--- src/rtl/usb_crc_pkg.sv ---
// USB CRC constants, mode type and a bit-serial reference CRC.
// Shared by the serialiser, its LFSRs and the bench.
package usb_crc_pkg;

  typedef enum logic {
    CRC5  = 1'b0,
    CRC16 = 1'b1
  } crc_mode_t;

  localparam logic [4:0]  CRC5_POLY        = 5'h05;
  localparam logic [15:0] CRC16_POLY       = 16'h8005;
  localparam logic [4:0]  CRC5_RESIDUAL    = 5'h0C;
  localparam logic [15:0] CRC16_RESIDUAL   = 16'h800D;
  localparam int          DEFAULT_PID_BITS = 8;
  localparam int          MAX_REF_BITS     = 128;

  // Complemented CRC over bits[len-1:0], bit 0 first; CRC5 result sits in [4:0].
  function automatic logic [15:0] crc_ref(input logic [MAX_REF_BITS-1:0] bits,
                                          input int len, input crc_mode_t mode);
    logic [15:0] crc;
    logic        fb;
    crc = 16'hFFFF;
    for (int i = 0; i < MAX_REF_BITS; i++) begin
      if (i < len) begin
        if (mode == CRC16) begin
          fb  = bits[i] ^ crc[15];
          crc = {crc[14:0], 1'b0} ^ (fb ? CRC16_POLY : 16'h0000);
        end else begin
          fb  = bits[i] ^ crc[4];
          crc = {11'h000, crc[3:0], 1'b0} ^ (fb ? {11'h000, CRC5_POLY} : 16'h0000);
        end
      end
    end
    return (mode == CRC16) ? ~crc : {11'h000, ~crc[4:0]};
  endfunction

endpackage

--- src/rtl/usb_crc_append_if.sv ---
// Packet-in / bit-out handshake bundle of the CRC serialiser.
// master = protocol handler plus bit stuffer side, slave = serialiser.
interface usb_crc_append_if #(
  parameter int MAX_BITS = 100,
  parameter int LW       = $clog2(MAX_BITS + 1)
);
  logic                pkt_valid;
  logic                pkt_ready;
  logic [MAX_BITS-1:0] pkt_in;
  logic [LW-1:0]       pkt_len;
  logic                crc_mode;
  logic                crc_en;
  logic                out_bit;
  logic                out_valid;
  logic                out_ready;
  logic                pkt_done;

  modport master (
    output pkt_valid, pkt_in, pkt_len, crc_mode, crc_en, out_ready,
    input  pkt_ready, out_bit, out_valid, pkt_done
  );

  modport slave (
    input  pkt_valid, pkt_in, pkt_len, crc_mode, crc_en, out_ready,
    output pkt_ready, out_bit, out_valid, pkt_done
  );
endinterface

--- src/rtl/usb_crc_lfsr.sv ---
// Serial CRC LFSR, preset to all ones on clear, one step per asserted step.
// Single-cycle update; holds whenever step is low.
module usb_crc_lfsr #(
  parameter int               WIDTH = 5,
  parameter logic [WIDTH-1:0] POLY  = '0
) (
  input  logic             clock,
  input  logic             reset_n,
  input  logic             clear,
  input  logic             step,
  input  logic             din,
  output logic [WIDTH-1:0] crc_q
);

  logic [WIDTH-1:0] r_crc;
  logic             w_fb;

  assign w_fb  = din ^ r_crc[WIDTH-1];
  assign crc_q = r_crc;

  always_ff @(posedge clock or negedge reset_n) begin
    if (!reset_n) begin
      r_crc <= '1;
    end else if (clear) begin
      r_crc <= '1;
    end else if (step) begin
      r_crc <= {r_crc[WIDTH-2:0], 1'b0} ^ (w_fb ? POLY : '0);
    end
  end

endmodule

--- src/rtl/usb_crc_append.sv ---
// Streams a parallel USB packet LSB-first and appends the complemented CRC5/CRC16.
// First bit one cycle after acceptance; every out_ready-low cycle holds all state.
module usb_crc_append
  import usb_crc_pkg::*;
#(
  parameter int  MAX_BITS = 100,
  parameter int  PID_BITS = DEFAULT_PID_BITS,
  localparam int LW       = $clog2(MAX_BITS + 1)
) (
  input logic             clock,
  input logic             reset_n,
  usb_crc_append_if.slave bus
);

  localparam logic [1:0] S_IDLE = 2'd0;
  localparam logic [1:0] S_DATA = 2'd1;
  localparam logic [1:0] S_CRC  = 2'd2;
  localparam logic [1:0] S_DONE = 2'd3;

  logic [1:0]          r_state;
  logic [MAX_BITS-1:0] r_shift;
  logic [LW-1:0]       r_len;
  logic [LW-1:0]       r_cnt;
  logic [3:0]          r_crc_idx;
  crc_mode_t           r_mode;
  logic                r_en;

  logic                w_accept;
  logic                w_out_valid;
  logic                w_xfer;
  logic                w_step;
  logic                w_last_data;
  logic                w_last_crc;
  logic [LW-1:0]       w_len_clamp;
  logic [4:0]          w_crc5;
  logic [15:0]         w_crc16;
  logic [4:0]          w_crc5_sh;
  logic [15:0]         w_crc16_sh;
  logic                w_crc_bit;

  assign w_accept    = bus.pkt_valid && (r_state == S_IDLE);
  assign w_out_valid = (r_state == S_DATA) || (r_state == S_CRC);
  assign w_xfer      = w_out_valid && bus.out_ready;
  assign w_len_clamp = (32'(bus.pkt_len) > MAX_BITS) ? LW'(MAX_BITS) : bus.pkt_len;

  // PID bits go on the wire but never into the CRC.
  assign w_step      = w_xfer && (r_state == S_DATA) && (32'(r_cnt) >= PID_BITS);
  assign w_last_data = (r_cnt == r_len - LW'(1));
  assign w_last_crc  = (r_mode == CRC16) ? (r_crc_idx == 4'd15) : (r_crc_idx == 4'd4);

  usb_crc_lfsr #(
    .WIDTH (5),
    .POLY  (CRC5_POLY)
  ) u_crc5 (
    .clock   (clock),
    .reset_n (reset_n),
    .clear   (w_accept),
    .step    (w_step),
    .din     (r_shift[0]),
    .crc_q   (w_crc5)
  );

  usb_crc_lfsr #(
    .WIDTH (16),
    .POLY  (CRC16_POLY)
  ) u_crc16 (
    .clock   (clock),
    .reset_n (reset_n),
    .clear   (w_accept),
    .step    (w_step),
    .din     (r_shift[0]),
    .crc_q   (w_crc16)
  );

  // Highest-order CRC bit leaves first, so shift the selected bit up to the MSB.
  assign w_crc5_sh  = w_crc5 << r_crc_idx;
  assign w_crc16_sh = w_crc16 << r_crc_idx;
  assign w_crc_bit  = ~((r_mode == CRC16) ? w_crc16_sh[15] : w_crc5_sh[4]);

  assign bus.pkt_ready = (r_state == S_IDLE);
  assign bus.out_valid = w_out_valid;
  assign bus.pkt_done  = (r_state == S_DONE);
  assign bus.out_bit   = (r_state == S_DATA) ? r_shift[0] :
                         (r_state == S_CRC)  ? w_crc_bit  : 1'b0;

  always_ff @(posedge clock or negedge reset_n) begin
    if (!reset_n) begin
      r_state   <= S_IDLE;
      r_shift   <= '0;
      r_len     <= '0;
      r_cnt     <= '0;
      r_crc_idx <= '0;
      r_mode    <= CRC5;
      r_en      <= 1'b0;
    end else begin
      case (r_state)
        S_IDLE: begin
          if (w_accept) begin
            r_shift   <= bus.pkt_in;
            r_len     <= w_len_clamp;
            r_mode    <= crc_mode_t'(bus.crc_mode);
            r_en      <= bus.crc_en;
            r_cnt     <= '0;
            r_crc_idx <= '0;
            r_state   <= (w_len_clamp == '0) ? S_DONE : S_DATA;
          end
        end
        S_DATA: begin
          if (w_xfer) begin
            r_shift <= r_shift >> 1;
            r_cnt   <= r_cnt + LW'(1);
            if (w_last_data) begin
              r_state <= r_en ? S_CRC : S_DONE;
            end
          end
        end
        S_CRC: begin
          if (w_xfer) begin
            r_crc_idx <= r_crc_idx + 4'd1;
            if (w_last_crc) begin
              r_state <= S_DONE;
            end
          end
        end
        default: begin
          r_state <= S_IDLE;
        end
      endcase
    end
  end

endmodule
--- src/flat_wrapper.sv ---
// flat-port wrapper written by rule: the top's interface ports become plain ports
module usb_crc_append_flat import usb_crc_pkg::*;
#(
  parameter int  MAX_BITS = 100,
  parameter int  PID_BITS = DEFAULT_PID_BITS,
  localparam int LW       = $clog2(MAX_BITS + 1)
)
  (clock, reset_n, bus_pkt_valid, bus_pkt_in, bus_pkt_len, bus_crc_mode, bus_crc_en, bus_out_ready, bus_pkt_ready, bus_out_bit, bus_out_valid, bus_pkt_done);
  usb_crc_append_if #(.MAX_BITS(MAX_BITS)) bus_i ();
  input logic clock;
  input logic reset_n;
  input wire logic [$bits(bus_i.pkt_valid)-1:0] bus_pkt_valid;
  input wire logic [$bits(bus_i.pkt_in)-1:0] bus_pkt_in;
  input wire logic [$bits(bus_i.pkt_len)-1:0] bus_pkt_len;
  input wire logic [$bits(bus_i.crc_mode)-1:0] bus_crc_mode;
  input wire logic [$bits(bus_i.crc_en)-1:0] bus_crc_en;
  input wire logic [$bits(bus_i.out_ready)-1:0] bus_out_ready;
  output wire logic [$bits(bus_i.pkt_ready)-1:0] bus_pkt_ready;
  output wire logic [$bits(bus_i.out_bit)-1:0] bus_out_bit;
  output wire logic [$bits(bus_i.out_valid)-1:0] bus_out_valid;
  output wire logic [$bits(bus_i.pkt_done)-1:0] bus_pkt_done;
  assign bus_i.pkt_valid = bus_pkt_valid;
  assign bus_i.pkt_in = bus_pkt_in;
  assign bus_i.pkt_len = bus_pkt_len;
  assign bus_i.crc_mode = bus_crc_mode;
  assign bus_i.crc_en = bus_crc_en;
  assign bus_i.out_ready = bus_out_ready;
  assign bus_pkt_ready = bus_i.pkt_ready;
  assign bus_out_bit = bus_i.out_bit;
  assign bus_out_valid = bus_i.out_valid;
  assign bus_pkt_done = bus_i.pkt_done;
  usb_crc_append #(.MAX_BITS(MAX_BITS), .PID_BITS(PID_BITS)) u_core (.clock(clock), .reset_n(reset_n), .bus(bus_i));
endmodule
--- config.mk ---
export PLATFORM = sky130hd
export DESIGN_NAME = usb_crc_append_flat
export DESIGN_NICKNAME = d
export VERILOG_FILES = /design/src/rtl/usb_crc_pkg.sv /design/src/rtl/usb_crc_append_if.sv /design/src/rtl/usb_crc_lfsr.sv /design/src/rtl/usb_crc_append.sv /design/src/flat_wrapper.sv
export SDC_FILE = /design/constraint.sdc
export NUM_CORES = 1
export LEC_CHECK = 0
export CORE_ASPECT_RATIO = 1.1
export CORE_MARGIN = 3
export CORE_UTILIZATION = 35
export CTS_BUF_LIST = sky130_fd_sc_hd__clkbuf_2
export CTS_CLUSTER_DIAMETER = 80
export DETAILED_ROUTE_END_ITERATION = 7
export PLACE_DENSITY_LB_ADDON = 0.05
export REMOVE_ABC_BUFFERS = 1
export SETUP_SLACK_MARGIN = 0.02
export SLEW_MARGIN = 20
export SYNTH_ARGS = -nofsm -noshare
export SYNTH_HDL_FRONTEND = slang
export SYNTH_SLANG_ARGS = --single-unit
--- constraint.sdc ---
create_clock -name clock -period 1.94 [get_ports clock]
set_input_delay 0.388 -clock clock [delete_from_list [all_inputs] [get_ports clock]]
set_output_delay 0.388 -clock clock [all_outputs]
set_load 0.02 [all_outputs]
; ---- Word level (Yosys, flattened, before mapping)
; Index checks and enable logic that the tools add are counted.
; W data, S select, Z words.
[word_totals]
reg_bits = 143
in_bits = 113
out_inout_bits = 4
elab_cells = 74
[op_classes]
add_sub_neg = 3
order_cmp = 2
eq_ne = 11
n_shift = 2
mux = 28
n_bitwise = 5
n_reduce_logical = 14
[ops]
columns = operator, n
row1 = $mux W100, 2
row2 = $pmux W100 S2, 1
row3 = $mux W16, 3
row4 = $mux W7, 3
row5 = $shl A16 B4 Y16, 1
row6 = $xor A16 B16 Y16, 1
row7 = $pmux W7 S2, 1
row8 = $mux W2, 6
row9 = $mux W5, 2
row10 = $ne A2 B1 Y1 const B, 5
row11 = $mux W4, 2
row12 = $pmux W4 S2, 1
row13 = $add A7 B1 Y7 const B, 1
row14 = $eq A7 B7 Y1, 1
row15 = $ge A7 B4 Y1 const B, 1
row16 = $gt A7 B7 Y1 const B, 1
row17 = $logic_not A7 Y1, 1
row18 = $sub A7 B1 Y7 const B, 1
row19 = $pmux W2 S3, 1
row20 = $reduce_and A3 Y1, 2
row21 = $reduce_bool A2 Y1, 3
row22 = $mux W1, 5
row23 = $reduce_and A5 Y1, 1
row24 = $shl A5 B4 Y5, 1
row25 = other kinds (13), 18

; ---- Depth between registers and ports, before layout
; Gate-level depths: netlist (run 1).
[depth]
depth_word = 7
ltp_mapped = 9
ltp_nobuf = 8

; ---- By module
; From an unflattened synthesis (run 1), not the netlist that was laid out.
[hier_totals]
hier_cells = 676
area_unflattened_um2 = 7071.8
[modules_own_cells]
columns = mod, instances, cells_each, area_each_um2, seq_area_each_um2
row1 = usb_crc_append, 1, 602, 6098.3, 3052.9
row2 = usb_crc_lfsr at u_core.u_crc16, 1, 56, 726.9, 420.4
row3 = usb_crc_lfsr at u_core.u_crc5, 1, 18, 246.5, 131.4

; ---- Least setup slack after synthesis (run 1)
; Ideal clock, no wire load.
[synth_timing]
path_type = register to output
from = register u_core.r_crc_idx[0]
to = output bus_out_bit
arrival_time_ns = 1.828
path_slack_ns = -0.276
stages_incl_launch_ff = 6
path_buffers = 1
path_cell_list = dfrtp_1 buf_6 mux4_1 mux4_2 a21oi_1 a21o_1
[synth_via]
elab_chain_cells = 5
[synth_lines]
columns = item, line_no
row1 = from (decl), usb_crc_append.sv:24  ; logic [3:0] r_crc_idx;
row2 = from (signal assigned), usb_crc_append.sv:119  ; r_crc_idx <= r_crc_idx + 4'd1;
row3 = $shl A16 B4 Y16 / $shl A5 B4 Y5 (equally long branches), "usb_crc_append.sv:77, usb_crc_append.sv:76"
row4 = $mux W1 (*), usb_crc_append.sv:78  ; assign w_crc_bit = ~((r_mode == CRC16) ? w_crc16_sh[15] : w_crc5_sh[4]);
row5 = $not A1 Y1 (*), usb_crc_append.sv:78
row6 = $mux W1 (*), usb_crc_append.sv:84  ; (r_state == S_CRC) ? w_crc_bit : 1'b0;
row7 = $mux W1 (*), usb_crc_append.sv:83  ; assign bus.out_bit = (r_state == S_DATA) ? r_shift[0] :
row8 = to (decl), flat_wrapper.sv:19  ; output wire logic [$bits(bus_i.out_bit)-1:0] bus_out_bit;
; Every way passes the cells marked *; elsewhere a longest branch is shown, timed or not.

; ---- Final worst setup path (run 1)
; Same ends and word-level chain as after synthesis.

==> flow_summary.json, run 1 <==
{
  "max_freq_ghz": 0.339,
  "overflow": 0,
  "synth_ff_type": "dfrtp_1",
  "routed_wl_um": 22700,
  "max_slew_margin_pct": 64.0,
  "synth-seq-area-share_pct": 51.2,
  "grt_pass1_wl_um": 34700,
  "final_nets": 1054,
  "hold_class": "input port to asynchronous set/reset pin",
  "syn_inst": 697,
  "drv_slew": 0,
  "grt_antenna_before_repair": 2,
  "setup_slack_ns": -1.01,
  "yosysTopAreaCellShare_pct": 43.3,
  "synth.most_common_cell": "dfrtp_1",
  "failed_checks": "setup timing",
  "finalCritPeriodShare_pct": 152,
  "status": "finished with violations",
  "wl_per_cell_um": 19.0,
  "rows": 53,
  "setup_viol": 120,
  "drt_first_pass_iters": 4,
  "hold_viol_final": 0,
  "clock_latency_ns": 0.72,
  "drtIter0Drc": 229,
  "die-area_um2": 21900,
  "drv_cap": 0,
  "syn2layout_area_growth_pct": 68.0,
  "synth_largest_area_cell": "dfrtp_1",
  "avgSynthCellArea_um2": 10.1,
  "numPortBuffers": 116,
  "path_clk_slew_ns": 0.22,
  "fp.dieH_um": 155,
  "core_area_um2": 19400,
  "ys_async_sr_fraction_pct": 100,
  "cp_max_fo": 5,
  "yosys-top-cells-count": "dfrtp_1, nor2_1, a21oi_1",
  "period_needed_ns": 2.95,
  "drive_above_1_share_pct": 44.6,
  "via_per_inst": 5.14,
  "p_per_area_nw_per_um2": 1990,
  "drc": 0,
  "clock_path_buffers": 2,
  "grt_usage_pct": 20.3,
  "synth_area_um2": 7040,
  "fin_skew_ns": 0.0360,
  "grt_pass1_vias": 6389,
  "rsz0062_at_grt": "yes",
  "power_mw": 23.5,
  "cp-start-kind": "flip-flop",
  "die_w_um": 141,
  "grt_max_degree": 52,
  "worstSetupEndpointType": "output port",
  "ys_warn_count": 0,
  "crit_type": "flip-flop to output port",
  "crit_arrival_ns": 2.56,
  "dpl.hpwl_um": 11300,
  "final_area_um2": 11800,
  "yosysUniqueCellTypes": 48,
  "cts_max_level": 4,
  "vias": 6140,
  "synth_area_leaders": "dfrtp_1, mux2i_1, dfstp_2",
  "peakVddDrop_mv": 1.45,
  "cts_tree": "done",
  "postRouteAntennaNets": 0,
  "postPlaceCellArea_um2": 8930,
  "io_pins": 117,
  "start_util_pct": 36.3,
  "place_congestion": 0.807,
  "crit_required_ns": 1.55,
  "leakage_nw": 4.73,
  "numCtsBuffers": 17,
  "synth_edf_count": 0,
  "clock_sinks": 143,
  "root_buffer": "clkbuf_2",
  "synth-seq-cells": 143,
  "worst_slew_pin_slew_ns": 0.540
}
state kept, by name (all words and copies together), names as in the netlist:
register	cells
u_core.u_crc16.crc_q	16
u_core.r_shift	100
u_core.r_len	7
u_core.r_crc_idx	4
u_core.r_cnt	7
u_core.r_mode	1
u_core.r_en	1
u_core.r_state	2
u_core.u_crc5.crc_q	5
final cells by class:
type                    instances  area (um2)
diodes                          2        5.00
clock buffers                  19        95.1
clock inverters                13         218
fillers                      1551        7590
inverters                      12        50.0
multi-input cells             491        4160
flip-flops and latches        143        3610
well taps                     247         309
repair buffers                268        3390
per-layer routing:
metal / wire length, um / part of all wire, % / up-vias / track usage, %
met3: 964 / 4.3 / 25 / 5.10
met2: 11700 / 51 / 120 / 34.2
met4: 397 / 1.8 / 0 / 5.72
met1: 9640 / 43 / 3082 / 25.8
met5: 0 / 0 / - / 0
li1: - / - / 2913 / -
cell usage in the layout, fill, tap and decap left out, types with 9 or more instances in the layout:
master	Yosys	final
inv_1	12	9
a21oi_1	106	10
buf_16	0	27
a21oi_2	0	90
dfstp_2	21	21
mux2i_1	101	101
nand3_2	0	11
nand2_1	41	29
xnor2_1	10	9
buf_4	0	60
nor2_2	0	24
nor2_1	116	55
xor2_1	9	9
clkbuf_2	1	19
buf_12	0	21
dfrtp_1	122	121
nand3_1	24	13
clkdlybuf4s50_1	0	111
nor2_4	0	37
buf_6	1	35
path summary, 6_finish.rpt:
check | start | end | depth (start not counted) | slack [ns]
min reg2reg | u_core.u_crc16.crc_q[7] | u_core.u_crc16.crc_q[8] | 2 | 0.49
max reg2reg | u_core.r_state[1] | u_core.r_shift[15] | 15 | -0.40
min | reset_n | u_core.r_mode | 2 | 0.17
max | u_core.r_crc_idx[0] | bus_out_bit | 5 | -1.01
max in group asynchronous | reset_n | u_core.u_crc5.crc_q[1] | 3 | 1.08
min in group clock | bus_pkt_in[99] | u_core.r_shift[99] | 3 | 0.19
critical path, stage by stage (launching register included):
cell and delay, ns:
dfrtp_2 0.49, mux4_2 0.54, mux4_2 0.49, a21oi_2 0.12, a21o_1 0.11, buf_6 0.12
power breakdown:
part | leakage, nW | switching [mW] | internal, mW
logic | 2.96 | 7.05 | 8.99
clock network | 0.182 | 1.12 | 1.10
registers | 1.59 | 1.02 | 4.24
what timing repair did:
item	in CTS	in global routing
endpoints found under the hold margin	85	0
setup buffers	42	19
hold buffers	1	0
pin swaps	12	25
gates resized for setup	215	170
cloned	35	6
endpoints found under the setup margin	111	137
logic make-up (layout without fill, tap and decap cells):
family	after synthesis	in the layout	share of synthesized area (%)
xor gates and xnor gates	19	19	2.36
DFF	143	143	51.2
and+or+nand+nor	210	210	12.8
adders and majority gates	8	8	1.42
buffers and inverters	63	312	3.68
AOI/OAI and AO/OA	140	140	10.9
other	0	2	0
muxes	114	114	17.6
metrics by stage:
| stage | hold WS [ns] | std cells | worst slack, ns | TNS (ns) | utilization [%] |
|---|---|---|---|---|---|
| detailed placement | 0.390 | 1077 | -0.947 | -23.35 | 46.0 |
| global placement | 0.383 | 1077 | -0.919 | -19.36 | 46.0 |
| floorplan | 0.0924 | 646 | -9.32 | -970.13 | - |
| finish | 0.170 | 1195 | -1.01 | -36.73 | 60.9 |
| CTS | 0.109 | 1187 | -1.12 | -34.32 | 57.9 |
| global route | 0.0824 | 1195 | -1.25 | -50.51 | 60.9 |
No activity file was read; power rests on OpenSTA's default activity.
==> run 2: changes to the inputs <==
Settings changed: SYNTH_HIERARCHICAL set to 1.
==> run 2 against run 1 <==
  * The run still ends with setup timing left
  * Register-to-register slack better by 0.12 ns
  * Setup slack better by 0.052 ns
  * Utilization is 2.3 points lower
  * Combinational power is 21% lower
  * Sequential share of layout area is 1.1 points higher
==> flow_summary.json, run 2 <==
{
  "status": "finished with violations",
  "failed_checks": "setup timing",
  "route.met2.wl_um": 10900,
  "dpl.hpwl_um": 11300,
  "fp.dieH_um": 155,
  "drtIter0Drc": 189,
  "synth_ff_type": "dfrtp_1",
  "clock_path_buffers": 2,
  "start_util_pct": 36.3,
  "synth-seq-area-share_pct": 51.0,
  "pre_cts_slack_ns": -0.769,
  "yosys-top-cells-count": "dfrtp_1, nand2_1, o21ai_0",
  "avgSynthCellArea_um2": 10.5,
  "crit_type": "flip-flop to output port",
  "yosysUniqueCellTypes": 53,
  "numPortBuffers": 116,
  "dp_cells": 1070,
  "startpoint": "u_core/r_crc_idx[0]",
  "reg2reg_depth": 11,
  "max_slew_margin_pct": 66.3,
  "drv_slew": 0,
  "core_area_um2": 19500,
  "cp-start-kind": "flip-flop",
  "worst_slew_pin_slew_ns": 0.506,
  "crit_arrival_ns": 2.51,
  "fin_skew_ns": 0.0296,
  "period_needed_ns": 2.89,
  "vias": 5942,
  "regMostFlops": "u_core/r_shift",
  "highest_layer": "met4",
  "fillers": 1626,
  "syn2layout_area_growth_pct": 61.7,
  "p_per_area_nw_per_um2": 1810,
  "p_switching_mw": 8.19,
  "clockPowerShare_pct": 11.2,
  "synth.most_common_cell": "dfrtp_1",
  "clock_sinks": 143,
  "leakage_nw": 4.98,
  "synth_area_leaders": "dfrtp_1, mux2i_1, dfstp_2",
  "syn_inst": 676,
  "rows": 53,
  "ys_warn_count": 6,
  "place_congestion": 0.839,
  "root_buffer": "clkbuf_2",
  "hold_class": "input port to asynchronous set/reset pin",
  "switching_share_pct": 39.7,
  "path_clk_slew_ns": 0.25,
  "setup_viol": 112,
  "route.layer.met1.wl_um": 9150,
  "final_nets": 1030,
  "max_freq_ghz": 0.345,
  "setup_slack_ns": -0.955,
  "final_cell_count_no_fill": 1172,
  "overflow": 0,
  "die_w_um": 142,
  "wl_per_cell_um": 18.1,
  "pwr-share-seq_pct": 27.1,
  "cts_tree": "done",
  "crit_required_ns": 1.55,
  "mostFrequentLayoutCells": "dfrtp_1, clkdlybuf4s50_1, mux2i_1, buf_4, o21ai_2",
  "combPwrFrac_pct": 61.7,
  "numCtsBuffers": 17,
  "grt_antenna_before_repair": 1,
  "synth_edf_count": 0,
  "synth_largest_area_cell": "dfrtp_1",
  "path_delay_family": "multiplexers",
  "routed_wl_um": 21200,
  "met3RoutedLength_um": 956,
  "rsz0062_at_grt": "yes",
  "cp_num_cells": 6,
  "worst-path-buf-inv": 2,
  "largest_reg_flops": 100,
  "synth_area_um2": 7070,
  "via_per_inst": 5.07,
  "path_cells": "buf_6 > mux4_2 > mux2i_1 > nor2_1 > o41ai_2 > buf_4",
  "worstSetupEndpoint": "bus_out_bit",
  "max_stage_delay_ns": 0.49,
  "postRouteAntennaNets": 0,
  "hold_viol_final": 0,
  "critPathSlowestCell": "mux4_2",
  "final_core_util_pct": 58.6,
  "regToRegSetupSlack_ns": -0.28,
  "r2r-end": "u_core/r_cnt[6]",
  "drive_above_1_share_pct": 44.3,
  "cp_max_fo": 4,
  "grt_pass1_wl_um": 27800,
  "grt_pass1_vias": 5661,
  "drt_first_pass_iters": 4,
  "grt_usage_pct": 15.7,
  "io_pins": 117,
  "ys_async_sr_fraction_pct": 100,
  "worstSetupEndpointType": "output port",
  "grt_max_degree": 57,
  "die-area_um2": 21900,
  "p_int_mw": 12.5,
  "finalCritPeriodShare_pct": 149,
  "mostFrequentLayoutCell": "dfrtp_1",
  "peakVddDrop_mv": 0.869,
  "yosysTopAreaCellShare_pct": 43.2,
  "drv_cap": 0,
  "power_mw": 20.6,
  "synth-seq-cells": 143,
  "drc": 0,
  "r2r_start": "u_core/r_state[1]",
  "clock_latency_ns": 0.69,
  "cts_max_level": 4
}
[run 2: worst min-delay path by stage]
| stage | end | slack, ns |
|---|---|---|
| floorplan | u_core/r_cnt[0] | 0.09 |
| global placement | u_core/r_shift[14] | 0.37 |
| detailed placement | u_core/r_shift[14] | 0.38 |
| CTS | u_core/r_shift[14] | 0.09 |
| global route | u_core/r_shift[15] | 0.06 |
| finish | u_core/r_shift[4] | 0.17 |
[run 2: area by class of cell]
type                       count  area (um2)  share of cell area, %
tap                          247         309                   2.70
clock inverter                15         255                   2.23
multi-input combinational    484        4260                   37.3
timing repair buffer         252        2860                   25.0
antenna                        3        7.51                 0.0657
inverter                      11        46.3                  0.405
clock buffer                  17        85.1                  0.744
sequential                   143        3600                   31.5
[run 2: kinds of logic (layout without fill, tap and decap cells)]
logic type / count (synthesis) / after routing / synth area share [%]
DFF: 143 / 143 / 51.0
xor gates and xnor gates: 21 / 21 / 2.81
buffers and inverters: 54 / 295 / 3.13
other: 0 / 3 / 0
adders and majority gates: 8 / 8 / 1.42
AOI/OAI and AO/OA: 156 / 161 / 13.2
muxes: 111 / 111 / 16.7
and+or+nand+nor: 183 / 183 / 11.8
[run 2: stage by stage]
step	cell area, um2	hold WS [ns]	TNS (ns)
6_report	11400	0.172	-20.73
4_1_cts	9650	0.0945	-1.79
2_1_floorplan	6890	0.0924	-673.90
5_1_grt	11400	0.0595	-27.71
3_5_place_dp	9040	0.379	-5.28
3_3_place_gp	9040	0.374	-3.28
[run 2: worst register-to-register path, cell delays in order (launching register included)]
cell     delay (ns)
dfrtp_1        0.44
buf_6          0.13
inv_6          0.04
buf_6          0.10
ha_4           0.27
buf_6          0.12
buf_12         0.10
nand3_4        0.15
a21oi_4        0.22
nand4_1        0.15
or3_1          0.33
a21oi_1        0.13
[run 2: power by group through the flow]
stage / Sequential, mW / Clock [mW] / Combinational (mW)
3_5_place_dp: 5.33 / 0 / 7.14
4_1_cts: 5.27 / 2.41 / 7.81
5_1_grt: 5.77 / 2.54 / 13.7
2_1_floorplan: 5.13 / 0 / 3.82
3_3_place_gp: 5.27 / 0 / 6.94
6_report: 5.59 / 2.32 / 12.7
[run 2: metal layers]
metal / vias up / global-route usage [%]
met5: - / 0
met1: 2946 / 19.7
met2: 96 / 25.6
li1: 2887 / -
met3: 13 / 5.01
met4: 0 / 5.39
[run 2: timing repair]
action	4_1_cts	5_1_grt
hold buffers	1	0
cloned	1	35
endpoints found under the setup margin	113	131
hold endpoints to repair	120	0
gates resized for setup	66	354
buffers inserted	10	22
pin swaps	14	98
